## config.mk

```make
export PLATFORM = sky130hd
export DESIGN_NAME = mem_arbiter
export DESIGN_NICKNAME = d
export VERILOG_FILES = /design/src/rtl/edulent_pkg.sv /design/src/rtl/arb_lock_timer.sv /design/src/rtl/mem_arbiter.sv
export SDC_FILE = /design/constraint.sdc
export NUM_CORES = 1
export LEC_CHECK = 0
export CAP_MARGIN = 20
export CORE_AREA = 2 2 50 71
export DETAILED_ROUTE_END_ITERATION = 12
export DIE_AREA = 0 0 52 73
export GPL_ROUTABILITY_DRIVEN = 0
export PLACE_DENSITY_LB_ADDON = 0.12
export SYNTH_ARGS = -nofsm -noshare
export SYNTH_HDL_FRONTEND = slang
export SYNTH_SLANG_ARGS = --single-unit
```

## constraint.sdc

```tcl
create_clock -name i_clk -period 2.28 [get_ports i_clk]
set_input_delay 0.342 -clock i_clk [delete_from_list [all_inputs] [get_ports i_clk]]
set_output_delay 0.342 -clock i_clk [all_outputs]
set_load 0.005 [all_outputs]
```

## src/rtl/edulent_pkg.sv

```systemverilog
// edulent_pkg: shared arbiter state type and default memory geometry
package edulent_pkg;
  localparam int ADDR_W_DEF = 8;
  localparam int DATA_W_DEF = 8;
  localparam int LOCK_MAX_DEF = 16;
  typedef enum logic [2:0] {ARB_IDLE, ARB_CPU, ARB_EXT, ARB_LOCK, ARB_FORCE} arb_state_t;
endpackage

```

## src/rtl/arb_lock_timer.sv

```systemverilog
// arb_lock_timer: counts consecutive locked ext grants, flags the grant that hits the limit
module arb_lock_timer #(
  parameter int LOCK_MAX = 16
) (
  input  logic i_clk,
  input  logic i_rstn,
  input  logic i_en,
  input  logic i_clr,
  output logic o_tc
);
  localparam int CW = $clog2(LOCK_MAX + 1);
  logic [CW-1:0] r_cnt;
  assign o_tc = i_en && (r_cnt == CW'(LOCK_MAX - 1));
  always_ff @(posedge i_clk or negedge i_rstn) begin
    if (!i_rstn) r_cnt <= '0;
    else if (i_clr) r_cnt <= '0;
    else if (i_en) r_cnt <= r_cnt + CW'(1);
  end
endmodule

```

## src/rtl/mem_arbiter.sv

```systemverilog
// mem_arbiter: round-robin CPU/loader arbiter for one synchronous memory port
// with loader burst lock and a bounded lock length that forces a CPU slot.
module mem_arbiter import edulent_pkg::*; #(
  parameter int ADDR_W = ADDR_W_DEF,
  parameter int DATA_W = DATA_W_DEF,
  parameter int LOCK_MAX = LOCK_MAX_DEF
) (
  input  logic              i_clk,
  input  logic              i_rstn,
  input  logic              i_cpu_req,
  input  logic              i_cpu_we,
  input  logic [ADDR_W-1:0] i_cpu_addr,
  input  logic [DATA_W-1:0] i_cpu_wdata,
  output logic              o_cpu_gnt,
  output logic              o_cpu_rvalid,
  output logic [DATA_W-1:0] o_cpu_rdata,
  input  logic              i_ext_req,
  input  logic              i_ext_we,
  input  logic              i_ext_lock,
  input  logic [ADDR_W-1:0] i_ext_addr,
  input  logic [DATA_W-1:0] i_ext_wdata,
  output logic              o_ext_gnt,
  output logic              o_ext_rvalid,
  output logic [DATA_W-1:0] o_ext_rdata,
  output logic              o_mem_en,
  output logic              o_mem_we,
  output logic [ADDR_W-1:0] o_mem_addr,
  output logic [DATA_W-1:0] o_mem_wdata,
  input  logic [DATA_W-1:0] i_mem_rdata
);
  arb_state_t r_state, w_next;
  logic r_rr, r_cpu_rvalid, r_ext_rvalid;
  logic w_force, w_locked, w_lock_gnt, w_tc;
  assign w_force = r_state == ARB_FORCE;
  // a dropped i_ext_lock releases the lock in the same cycle
  assign w_locked = (r_state == ARB_LOCK) && i_ext_lock;
  assign o_cpu_gnt = i_rstn && i_cpu_req && (w_force || (!w_locked && !(i_ext_req && r_rr)));
  assign o_ext_gnt = i_rstn && i_ext_req && (w_force ? !i_cpu_req : (w_locked || !(i_cpu_req && !r_rr)));
  assign o_mem_en = o_cpu_gnt | o_ext_gnt;
  assign o_mem_we = o_ext_gnt ? i_ext_we : (o_cpu_gnt && i_cpu_we);
  assign o_mem_addr = o_ext_gnt ? i_ext_addr : o_cpu_gnt ? i_cpu_addr : '0;
  assign o_mem_wdata = o_ext_gnt ? i_ext_wdata : o_cpu_gnt ? i_cpu_wdata : '0;
  assign w_lock_gnt = o_ext_gnt && i_ext_lock;
  always_comb begin
    w_next = w_lock_gnt ? (w_tc ? ARB_FORCE : ARB_LOCK)
           : o_ext_gnt ? ARB_EXT
           : ((w_force || r_state == ARB_LOCK) && i_ext_lock) ? ARB_LOCK
           : o_cpu_gnt ? ARB_CPU : ARB_IDLE;
  end
  arb_lock_timer #(.LOCK_MAX(LOCK_MAX)) u_lock_timer (
    .i_clk (i_clk),
    .i_rstn(i_rstn),
    .i_en  (w_lock_gnt),
    .i_clr (w_next != ARB_LOCK),
    .o_tc  (w_tc)
  );
  always_ff @(posedge i_clk or negedge i_rstn) begin
    if (!i_rstn) begin
      r_state <= ARB_IDLE;
      r_rr <= 1'b0;
      r_cpu_rvalid <= 1'b0;
      r_ext_rvalid <= 1'b0;
    end else begin
      r_state <= w_next;
      if (o_mem_en) r_rr <= o_cpu_gnt;
      r_cpu_rvalid <= o_cpu_gnt && !i_cpu_we;
      r_ext_rvalid <= o_ext_gnt && !i_ext_we;
    end
  end
  assign o_cpu_rvalid = r_cpu_rvalid;
  assign o_ext_rvalid = r_ext_rvalid;
  assign o_cpu_rdata = r_cpu_rvalid ? i_mem_rdata : '0;
  assign o_ext_rdata = r_ext_rvalid ? i_mem_rdata : '0;
endmodule

```

-- Word level (Yosys, flattened, before mapping)
Index checks and enable logic that the tools add are counted.
- bitwise logic cells: 1
- reduce and logical (&&, ||, !) cells: 25
- $add $sub $neg: 1
- multiplexer cells: 15
- equality and inequality tests: 4
- operators by type and width (kind ; count):
    two-way mux 8 bit ; 6
    logical AND 1 bit ; 14
    two-way mux 5 bit ; 2
    logical NOT 1 bit ; 7
    two-way mux 3 bit ; 2
    adder 5 x 1 -> 5 bit (second input constant) ; 1
    == test 5 x 4 -> 1 bit (second input constant) ; 1
    two-way mux 2 bit ; 2
    == test 3 x 2 -> 1 bit (second input constant) ; 1
    == test 3 bit (second input constant) ; 1
    logical OR 1 bit ; 3
    two-way mux 1 bit ; 3
    inequality test 3 x 2 -> 1 bit (second input constant) ; 1
    nonzero test 2 bit ; 1
    OR 1 bit ; 1
- word-level logic and storage cells: 51
- register bits: 11
- bits of input ports: 47
- output and inout bits: 38

-- Logic depth before layout (Yosys ltp)
Gate-level depths: netlist of run 1.
- depth after elaboration: 12
- mapped depth: 7
- depth with buffers taken out: 7

-- Cells and area by module
From an unflattened synthesis of run 1, not the netlist that was laid out.
- cells, all modules: 90
- area total of the unflattened synthesis: 883.3 um2
- modules (own cells, without submodules) (module ; sequential area each (um2) ; instances ; area each (um2) ; cells an instance):
    mem_arbiter ; 150.1 ; 1 ; 598.1 ; 66
    arb_lock_timer ; 125.1 ; 1 ; 285.3 ; 24

-- Least setup slack after synthesis of run 1
Ideal clock, no wire load.
- path type: reg2out
- start point: reg r_state[2]
- end point: out o_mem_addr[1]
- path slack: 0.637 ns
- required time: 1.938 ns
- path buffers: 1
- arrival: 1.301 ns
- stages on the path, launching flop included: 6
- cells stage by stage: dfrtp_1 nor2b_2 o211a_2 nor2_4 buf_4 a22o_1
- longest elaborated chain between the ends: 8
- elaborated cells on any way between the ends: 12
- those cells by class: eq/ne: 2; mux: 3; reduce/logical: 7
- ends and longest elaborated chain (element ; line ; RTL):
    start, declared ; mem_arbiter.sv:31 ; arb_state_t r_state, w_next;
    start signal, assigned ; mem_arbiter.sv:64 ; r_state <= w_next;
    == test 3 x 2 -> 1 bit ; mem_arbiter.sv:36 ; assign w_locked = (r_state == ARB_LOCK) && i_ext_lock;
    logical AND 1 bit ; mem_arbiter.sv:36 ;
    logical NOT 1 bit ; mem_arbiter.sv:37 ; assign o_cpu_gnt = i_rstn && i_cpu_req && (w_force || (!w_locked && !(i_ext_req && r_rr)));
    logical AND 1 bit ; mem_arbiter.sv:37 ;
    logical OR 1 bit ; mem_arbiter.sv:37 ;
    logical AND 1 bit ; mem_arbiter.sv:37 ;
    two-way mux 8 bit ; mem_arbiter.sv:41 ; assign o_mem_addr = o_ext_gnt ? i_ext_addr : o_cpu_gnt ? i_cpu_addr : '0;
    two-way mux 8 bit * ; mem_arbiter.sv:41 ;
    end, declared ; mem_arbiter.sv:27 ; output logic [ADDR_W-1:0] o_mem_addr,
Mark *: on every way between the ends. The rest lies on a longest branch, timed or not.

-- Worst setup path after layout of run 1
- start point: reg r_state[0]
- end point: out o_mem_addr[0]
The elaborated chain is that of the path after synthesis.

==> impl_metrics.csv, run 1 <==
group,metric,value,unit
sta,finalSetupTns,0,ps
critical_path,path_class,"flip-flop to primary output",
yosys,synth_compound_area_frac,0.328,
clock_network,clk_latency,240,ps
layout,final_util,0.650,
yosys,ys_ff_latch,11,
placed_design,place_area,1870,um2
routing,wl_met1,1230,um
critical_path,cp.arrival,1850,ps
yosys,yosys.area_share.simple,0.284,
yosys,synth_mux_area_frac,0.0109,
critical_path,path_cells,"nand4b_1, o211a_4, nor2_4, buf_12, buf_16, a22o_1, dlygate4sd2_1",
layout,fill_cells,288,
sta,worst_slack,83.2,ps
clock_network,cts_buffers,3,
sta,tightest_slew,431,ps
critical_path,crit-reg2reg-launch,"u_lock_timer.r_cnt[0]",
routing,drcViolationCount,0,
sta,max_freq,455,MHz
critical_path,path_buf_inv,3,
critical_path,crit_fanout,9,
critical_path,critPathMaxStageDelay,450,ps
sta,setup_viol,0,
layout,antenna_cells,0,
power_and_ir_drop,powerDensity,383,nW/um2
routing,vias,1243,
floorplanning,initial_core_util,0.284,
yosys,synth.distinct_cells,37,
status,outcome,"complete, no violations",
yosys,synth.avg_cell_area,9.44,um2
yosys,synth_flop_cell,"dfrtp_1",
global_route,grt_pass1_wl,5360,um
yosys,synth_fa_ha_area_frac,0.0273,
routing,routed.top_layer,"met4",
clock_network,clkSinkCount,11,
placed_design,pre_cts_ws,-216,ps
routing,viasPerCell,5.16,
yosys,synthArstFlopShare,1.00,
layout,design_area,2100,um2
global_route,antenna_found_initial,0,
layout,area_growth_syn_to_layout,129,%
clock_network,htreeDepth,1,
clock_network,hold_buffers,0,
critical_path,worst_setup_path_start_kind,"flip-flop",
sta,fin_crit_sh,0.964,
routing,wl_met3,335,um
critical_path,endpoint_kind,"primary output",
yosys,synthesis.nets,146,
yosys,syn_inst,97,
floorplanning,dieArea,3800,um2
sta,drv_slew,0,
floorplanning,core,3220,um2
power_and_ir_drop,power.leakage,0.930,nW
min_path,hp-class,"input pin to async pin",
routing,route.met2.wl,1920,um
critical_path,cp-startpoint,"r_state[0]",
yosys,syn_area,916,um2
sta,slew_headroom,0.711,
sta,skew,2.03,ps
global_route,grt_overflow,0,
routing,drtIter0Drc,34,
global_route,grt_max_degree,23,
placed_design,place_inst,226,
layout,layout-drive-gt1-share,0.184,
yosys,ys_seq_area_frac,0.301,
power_and_ir_drop,peakVddDrop,0.224,mV
routing,wirelength,3540,um
clock_network,tritoncts,"yes",
yosys,synth_warnings,0,
floorplanning,ios,85,
yosys,synth_edf_count,0,
layout,multi_input_area,631,um2
clock_network,root_buffer,"clkbuf_8",
sta,fin_crit,2200,ps
critical_path,crit_family,"buffers and inverters",
routing,drtPass1Iterations,4,
layout,fin_nets,251,
placed_design,io_buffers,84,
clock_network,clock_path_buffers,2,
layout,stdcell_count,241,
placed_design,dpl.hpwl,2640,um
critical_path,cp_slowest_cell,"dfrtp_2",
critical_path,cp.required,1940,ps
yosys,synth_top_family_by_area,"compound AO/OA/AOI/OAI gates",
clock_network,clkTransAtPathRegs,50,ps
routing,post_drt_wl_per_cell,14.7,um
floorplanning,fp-row-count,25,
sta,hold_viol,0,
yosys,synth_xor_area_frac,0.00956,
global_route,grtUsageTotal,0.185,
routing,final_antenna_net_count,0,
global_route,first_global_vias,1230,
floorplanning,die_h,73,um
flow_run,maxCapViolCount,0,
layout,seq_area,278,um2
floorplanning,die_x,52,um
-- Yosys cell counts (2+ instances only) --
cell | count | area share
a22o_1 | 18 | 0.17
and2_1 | 17 | 0.12
dfrtp_1 | 11 | 0.30
nand2_1 | 7 | 0.029
and3_1 | 3 | 0.020
a21boi_4 | 2 | 0.041
buf_2 | 2 | 0.011
ha_1 | 2 | 0.027
inv_1 | 2 | 0.0082
nand3b_1 | 2 | 0.016
nor2_1 | 2 | 0.0082
nor2b_1 | 2 | 0.014
nor3_1 | 2 | 0.011
o211ai_1 | 2 | 0.016
-- area by class of cell --
| type | instances | share of cell area |
|---|---|---|
| tap | 40 | 0.0239 |
| inverter | 2 | 0.00358 |
| clock buffer | 4 | 0.0215 |
| multi-input combinational | 80 | 0.301 |
| timing repair buffer | 104 | 0.518 |
| sequential | 11 | 0.133 |
-- power by group --
part / internal [W] / switching [W] / leakage (nW) / total (W)
combinational: 0.000242 / 0.000130 / 0.762 / 0.000373
sequential: 0.000209 / 0.0000193 / 0.145 / 0.000228
clock: 0.000123 / 0.0000777 / 0.0228 / 0.000201
-- path summary, 6_finish.rpt --
| check | end | slack [ps] | depth (start not counted) |
|---|---|---|---|
| max in group asynchronous | r_state[0] | 1900 | 2 |
| min reg2reg | u_lock_timer.r_cnt[3] | 540 | 1 |
| max | o_mem_addr[0] | 80 | 7 |
| min in group i_clk | u_lock_timer.r_cnt[3] | 540 | 1 |
| min | r_state[2] | 40 | 1 |
| max reg2reg | u_lock_timer.r_cnt[3] | 380 | 7 |
-- placed cells by master (no fill, tap or decap), types with 2 or more instances in the layout --
cell	Yosys	layout
nor2b_1	2	2
dlygate4sd2_1	0	12
clkdlybuf4s50_1	0	61
buf_12	0	4
dfrtp_1	11	9
nand2_1	7	6
dfrtp_2	0	2
buf_2	2	2
clkbuf_8	0	3
buf_16	0	2
a21boi_4	2	2
buf_4	1	11
and2_1	17	17
inv_1	2	2
a22o_1	18	18
buf_6	1	2
clkdlybuf4s15_1	0	7
nor3_1	2	2
nand3b_1	2	2
and3_1	3	3
ha_1	2	2
nor2_1	2	2
o211ai_1	2	2
-- logic make-up (layout without fill, tap and decap cells) --
logic type | Yosys count | in the layout
xor+xnor | 1 | 1
fa+ha+maj | 2 | 2
simple gates | 43 | 43
buf+inv | 6 | 110
compound gates | 33 | 33
flops | 11 | 11
mux | 1 | 1
-- state kept, by name, summed over array words and instances (netlist names) --
register and flops:
o_ext_rvalid 1, u_lock_timer.r_cnt 5, r_rr 1, o_cpu_rvalid 1, r_state 3
-- metal layers --
metal  GRT usage  vias up
met1       0.185      588
met2       0.347       77
met5           0        -
met4      0.0702        0
met3      0.0533        8
li1            -      570
-- per-stage QoR --
stage	total power, W	hold WS, ps
floorplan	0.000337	46.4
global placement	0.000548	505
detailed placement	0.000553	518
CTS	0.000767	47.4
global route	0.000839	56.5
finish	0.000802	38.5
-- worst reg2reg max path, stage by stage, from the launching register on --
cell and delay (ps):
dfrtp_1 400, ha_1 230, and3_1 190, ha_1 220, nor2b_1 290, nand2_1 110
nor4_1 250, a211o_1 150
-- timing repair --
action / in CTS / in global routing
cloned: 2 / 1
resized for setup: 41 / 8
pin swaps: 3 / 3
setup endpoints to repair: 20 / 4
setup buffers: 5 / 3
No activity file was read; power rests on OpenSTA's default activity.
==> inputs of run 2 (changes only) <==
CELL_PAD_IN_SITES_DETAIL_PLACEMENT = 2   (was default)
CELL_PAD_IN_SITES_GLOBAL_PLACEMENT = 2   (was default)
CORE_AREA = 2 2 70 98   (was 2 2 50 71)
DIE_AREA = 0 0 72 100   (was 0 0 52 73)
PLACE_DENSITY = 0.77   (was default)
PLACE_DENSITY_LB_ADDON = default   (was 0.12)
==> impl_metrics.csv, run 2 (synthesized netlist as in run 1, its figures left out) <==
group,metric,value,unit
clock_network,cts_buffers,3,
routing,viasPerCell,4.38,
sta,max_freq,456,MHz
clock_network,clock_path_buffers,2,
global_route,grt_overflow,0,
routing,drcViolationCount,0,
sta,skew,1.86,ps
floorplanning,die_x,72,um
floorplanning,fp-row-count,35,
floorplanning,initial_core_util,0.142,
global_route,top_usage_layer,"met2",
floorplanning,core,6440,um2
sta,tightest_slew,424,ps
routing,wirelength,4070,um
status,outcome,"complete, no violations",
floorplanning,die_h,100,um
critical_path,endpoint_kind,"primary output",
critical_path,worstRegToRegCells,7,
clock_network,clkTransAtPathRegs,50,ps
critical_path,crit_fanout,8,
sta,finalSetupTns,0,ps
critical_path,worst_setup_path_start_kind,"flip-flop",
sta,fin_crit,2190,ps
sta,hold_viol,0,
global_route,met1_usage,0.124,
routing,drtPass1Iterations,3,
layout,top_register,"u_lock_timer.r_cnt",
global_route,met3_usage,0.0201,
routing,post_drt_wl_per_cell,15.0,um
floorplanning,ios,85,
power_and_ir_drop,peakVddDrop,0.211,mV
global_route,grtUsageMet2,0.224,
clock_network,root_buffer,"clkbuf_8",
power_and_ir_drop,powerDensity,379,nW/um2
critical_path,path_class,"flip-flop to primary output",
layout,antenna_cells,0,
power_and_ir_drop,power.leakage,0.927,nW
power_and_ir_drop,total_power,0.000782,W
critical_path,cp.required,1940,ps
layout,final_cell_mix,"60 x clkdlybuf4s50_1, 18 x a22o_1, 17 x and2_1, 12 x buf_4",
floorplanning,dieArea,7200,um2
global_route,grt_max_degree,12,
sta,slew_headroom,0.716,
global_route,grt_pass1_wl,6500,um
clock_network,htreeDepth,1,
sta,drv_slew,0,
layout,area_growth_syn_to_layout,125,%
global_route,grtUsageTotal,0.115,
global_route,antenna_found_initial,0,
sta,fin_crit_sh,0.962,
clock_network,tritoncts,"yes",
sta,setup_viol,0,
placed_design,io_buffers,84,
global_route,first_global_vias,1297,
layout,fin_nets,248,
sta,grt_setup_unrepaired,"yes",
flow_run,maxCapViolCount,0,
layout,final_common_cell,"clkdlybuf4s50_1",
routing,final_antenna_net_count,0,
routing,drtIter0Drc,15,
layout,largest_register_ff_count,5,
layout,reg_top3,"u_lock_timer.r_cnt: 5 flops, r_state: 3 flops",
clock_network,hold_buffers,0,
clock_network,clkSinkCount,11,
clock_network,clk_latency,240,ps
layout,layout-drive-gt1-share,0.182,
min_path,hp-class,"input pin to async pin",
routing,vias,1191,
critical_path,cp.arrival,1850,ps
placed_design,dpl.hpwl,3300,um
run 2: where the power goes:
group / total [W] / internal [W] / switching (W)
Clock: 0.000200 / 0.000123 / 0.0000769
Sequential: 0.000228 / 0.000209 / 0.0000194
Combinational: 0.000354 / 0.000230 / 0.000124
Total: 0.000782 / 0.000561 / 0.000220
run 2: final cells by class:
class / instances / area, um2
inverters: 2 / 7.51
well taps: 74 / 92.6
fillers: 729 / 4380
flip-flops and latches: 11 / 277
repair buffers: 101 / 1020
multi-input cells: 80 / 621
clock buffers: 4 / 45.0
run 2: per-layer routing:
metal / routed length, um / part of all wire
met3: 224 / 0.055
met1: 1500 / 0.37
met5: 0 / 0
met4: 31 / 0.0076
met2: 2320 / 0.57
run 2: critical path, stage by stage, from the launching register on:
cell and delay (ps):
dfrtp_2 440, a21boi_2 170, o211a_4 200, nor2_4 50
buf_12 120, buf_12 120, a22o_1 220, dlygate4sd2_1 280
run 2: final timing paths:
| kind | to | slack (ps) | startpoint |
|---|---|---|---|
| max | o_mem_addr[0] | 90 | r_state[0] |
| min in group i_clk | u_lock_timer.r_cnt[3] | 550 | u_lock_timer.r_cnt[3] |
| min | r_state[0] | 120 | i_rstn |
| max in group asynchronous | u_lock_timer.r_cnt[3] | 2020 | i_rstn |
| max reg2reg | u_lock_timer.r_cnt[3] | 450 | u_lock_timer.r_cnt[0] |
| min reg2reg | u_lock_timer.r_cnt[3] | 550 | u_lock_timer.r_cnt[3] |
run 2: metrics by stage:
stage / util / std cells / cell area [um2] / setup slack (ps) / hold slack [ps]
floorplan: - / 97 / 916 / 637 / 46.4
global placement: 0.300 / 262 / 1930 / -209 / 507
detailed placement: 0.300 / 262 / 1930 / -225 / 521
CTS: 0.319 / 272 / 2050 / 2.90 / 511
global route: 0.320 / 272 / 2060 / -27.3 / 162
finish: 0.320 / 272 / 2060 / 87.1 / 119
run 2: repair_timing:
action / CTS / global route
endpoints found under the setup margin: 20 / 12
resized for setup: 46 / 6
endpoints found under the hold margin: 0 / 0
pin swaps: 4 / 2
cloned: 2 / 0
buffers inserted: 4 / 0
==> RTL change, RTL diff (flow settings as in run 1) <==
Make the reset (`i_rstn`) synchronous in 2 clocked blocks.
--- a/src/rtl/arb_lock_timer.sv
+++ b/src/rtl/arb_lock_timer.sv
@@ -11,7 +11,7 @@
   localparam int CW = $clog2(LOCK_MAX + 1);
   logic [CW-1:0] r_cnt;
   assign o_tc = i_en && (r_cnt == CW'(LOCK_MAX - 1));
-  always_ff @(posedge i_clk or negedge i_rstn) begin
+  always_ff @(posedge i_clk) begin
     if (!i_rstn) r_cnt <= '0;
     else if (i_clr) r_cnt <= '0;
     else if (i_en) r_cnt <= r_cnt + CW'(1);
--- a/src/rtl/mem_arbiter.sv
+++ b/src/rtl/mem_arbiter.sv
@@ -54,7 +54,7 @@
     .i_clr (w_next != ARB_LOCK),
     .o_tc  (w_tc)
   );
-  always_ff @(posedge i_clk or negedge i_rstn) begin
+  always_ff @(posedge i_clk) begin
     if (!i_rstn) begin
       r_state <= ARB_IDLE;
       r_rr <= 1'b0;
Function: differs if i_rstn is asserted again (counterexample within 4 cycles, from zero or initial values and one cycle with i_rstn low); with i_rstn held inactive, the same outputs for 10 cycles.
==> RTL change against run 1 <==
Total power shrank 19%. Highest routed layer unchanged. Sequential share of layout area shrank 1.5 points. Synthesized area shrank 9.0%. Routed wire length shrank 5.6%. Cell area shrank 9.3%. Largest cell class unchanged. Clock skew grew 0.0053 ns. Sequential cell count is the same. Worst setup slack lost 0.022 ns.
==> RTL change: results (changes against run 1) <==
- Run status: complete, no violations
- Largest driver fanout on the critical path: 4 (-5)
- Leakage power of the design: 0.851 nW (-8.6%)
- Net total in the final layout: 241 (-4.0%)
- Post-Syn Nets: 139 (-4.8%)
- Detail-routed net length per standard cell: 14.5 um (-1.6%)
- Largest incremental delay on the critical path: 0.41 ns (-0.04 ns)
- Startpoint of the lowest-slack register-to-register path: u_lock_timer.r_cnt[0]$_SDFFE_PP0P_
- Non-Clock Buffer Count: 98 (-5.8%)
- Combined area of the multi-input logic cells: 574 sq um (-8.9%)
- Largest voltage drop on the vdd net: 387 uV (+73%)
- Vias per std cell: 4.82 (-6.5%)
- DR iter-0 viols: 18 (-47%)
- Most numerous cell types in the synthesized netlist: 16 x and2_1, 11 x a22o_1, 11 x dfxtp_1
- Largest net degree at the start of global routing: 10 (-57%)
- Yosys cell types: 35 (-5.4%)
- Worst min path class: reg -> reg
- Combinational power: 0.242 mW (-35%)
- Clock buffer count: 3 (-1)
- Async set or reset register ratio after synthesis: 0 (-1.00)
- Vias in the first global route: 1082 (-12%)
- Detailed placement HPWL: 2660 um (+0.76%)
- Flip-flop and latch power: 0.209 mW (-8%)
- Fillcell total: 287 (-0.35%)
- Number of multi-input combinational cells: 71 (-11%)
- Slowest stage cell on the critical path: or3b_4
- Fraction of area in non-clock buffers: 0.500 (-0.0179)
- Critical Path Start: r_state[1]$_SDFF_PN0_
- Proportion of layout cells with a drive suffix above 1: 0.215 (+0.0306)
- Inverters: 7 (+5)
- First-pass GRT wire length: 5150 um (-3.9%)
- Share of the yosys chip area belonging to registers: 0.264 (-0.0363)
- 1st-pass router iterations: 3 (-1)
- Final worst clock skew: 0.00734 ns (+0.00531 ns)
- Total internal power: 0.483 mW (-16%)
RTL change: cell count changes in the layout (fill, tap and decap cells not counted), moves of 3 or more:
cell,before,now
a22o_1,18,11
a22o_2,0,8
buf_12,4,1
clkdlybuf4s15_1,7,2
dfrtp_1,9,0
dfxtp_1,0,8
dfxtp_2,0,3
dlygate4sd2_1,12,17
RTL change: path summary, 6_finish.rpt:
path         slack (ns)                            endpoint  cells past startpoint
min                0.47  u_lock_timer.r_cnt[4]$_SDFFE_PP0P_                      1
max                0.06                      o_mem_wdata[0]                      8
min reg2reg        0.47  u_lock_timer.r_cnt[4]$_SDFFE_PP0P_                      1
max reg2reg        0.42               r_state[0]$_SDFF_PN0_                      6
RTL change: cells by family after synthesis:
logic type | share of synthesized area
and+or+nand+nor | 0.300
AOI/OAI and AO/OA | 0.317
DFF | 0.264
buffers and inverters | 0.0646
adders and majority gates | 0.0300
xor gates and xnor gates | 0.0105
muxes | 0.0135
RTL change: routing by layer:
layer	part of all wire	track usage	wire length (um)	vias up
met5	0	0	0	-
li1	-	-	-	539
met2	0.52	0.335	1750	48
met1	0.35	0.178	1180	522
met3	0.10	0.0451	337	5
met4	0.020	0.0877	66	0
RTL change: critical path: cells and delay by family, from the launching register on:
family,cells,cell delay [ns]
DFF,1,0.33
AOI/OAI and AO/OA,1,0.13
buffers and inverters,4,0.58
and+or+nand+nor,3,0.60
RTL change: repair_timing:
action                     4_1_cts  5_1_grt
gates resized for setup         30        5
pin swaps                        2        0
gates cloned                     3        0
setup endpoints to repair       19        4
setup buffers                    3        0
RTL change: stage by stage:
step	instances	setup TNS, ns	cell area (sq um)	utilization
floorplan	90	0	833	-
global placement	221	-2.76	1770	0.549
detailed placement	221	-3.24	1770	0.549
CTS	231	0	1890	0.587
global route	231	0	1900	0.590
finish	231	0	1900	0.590
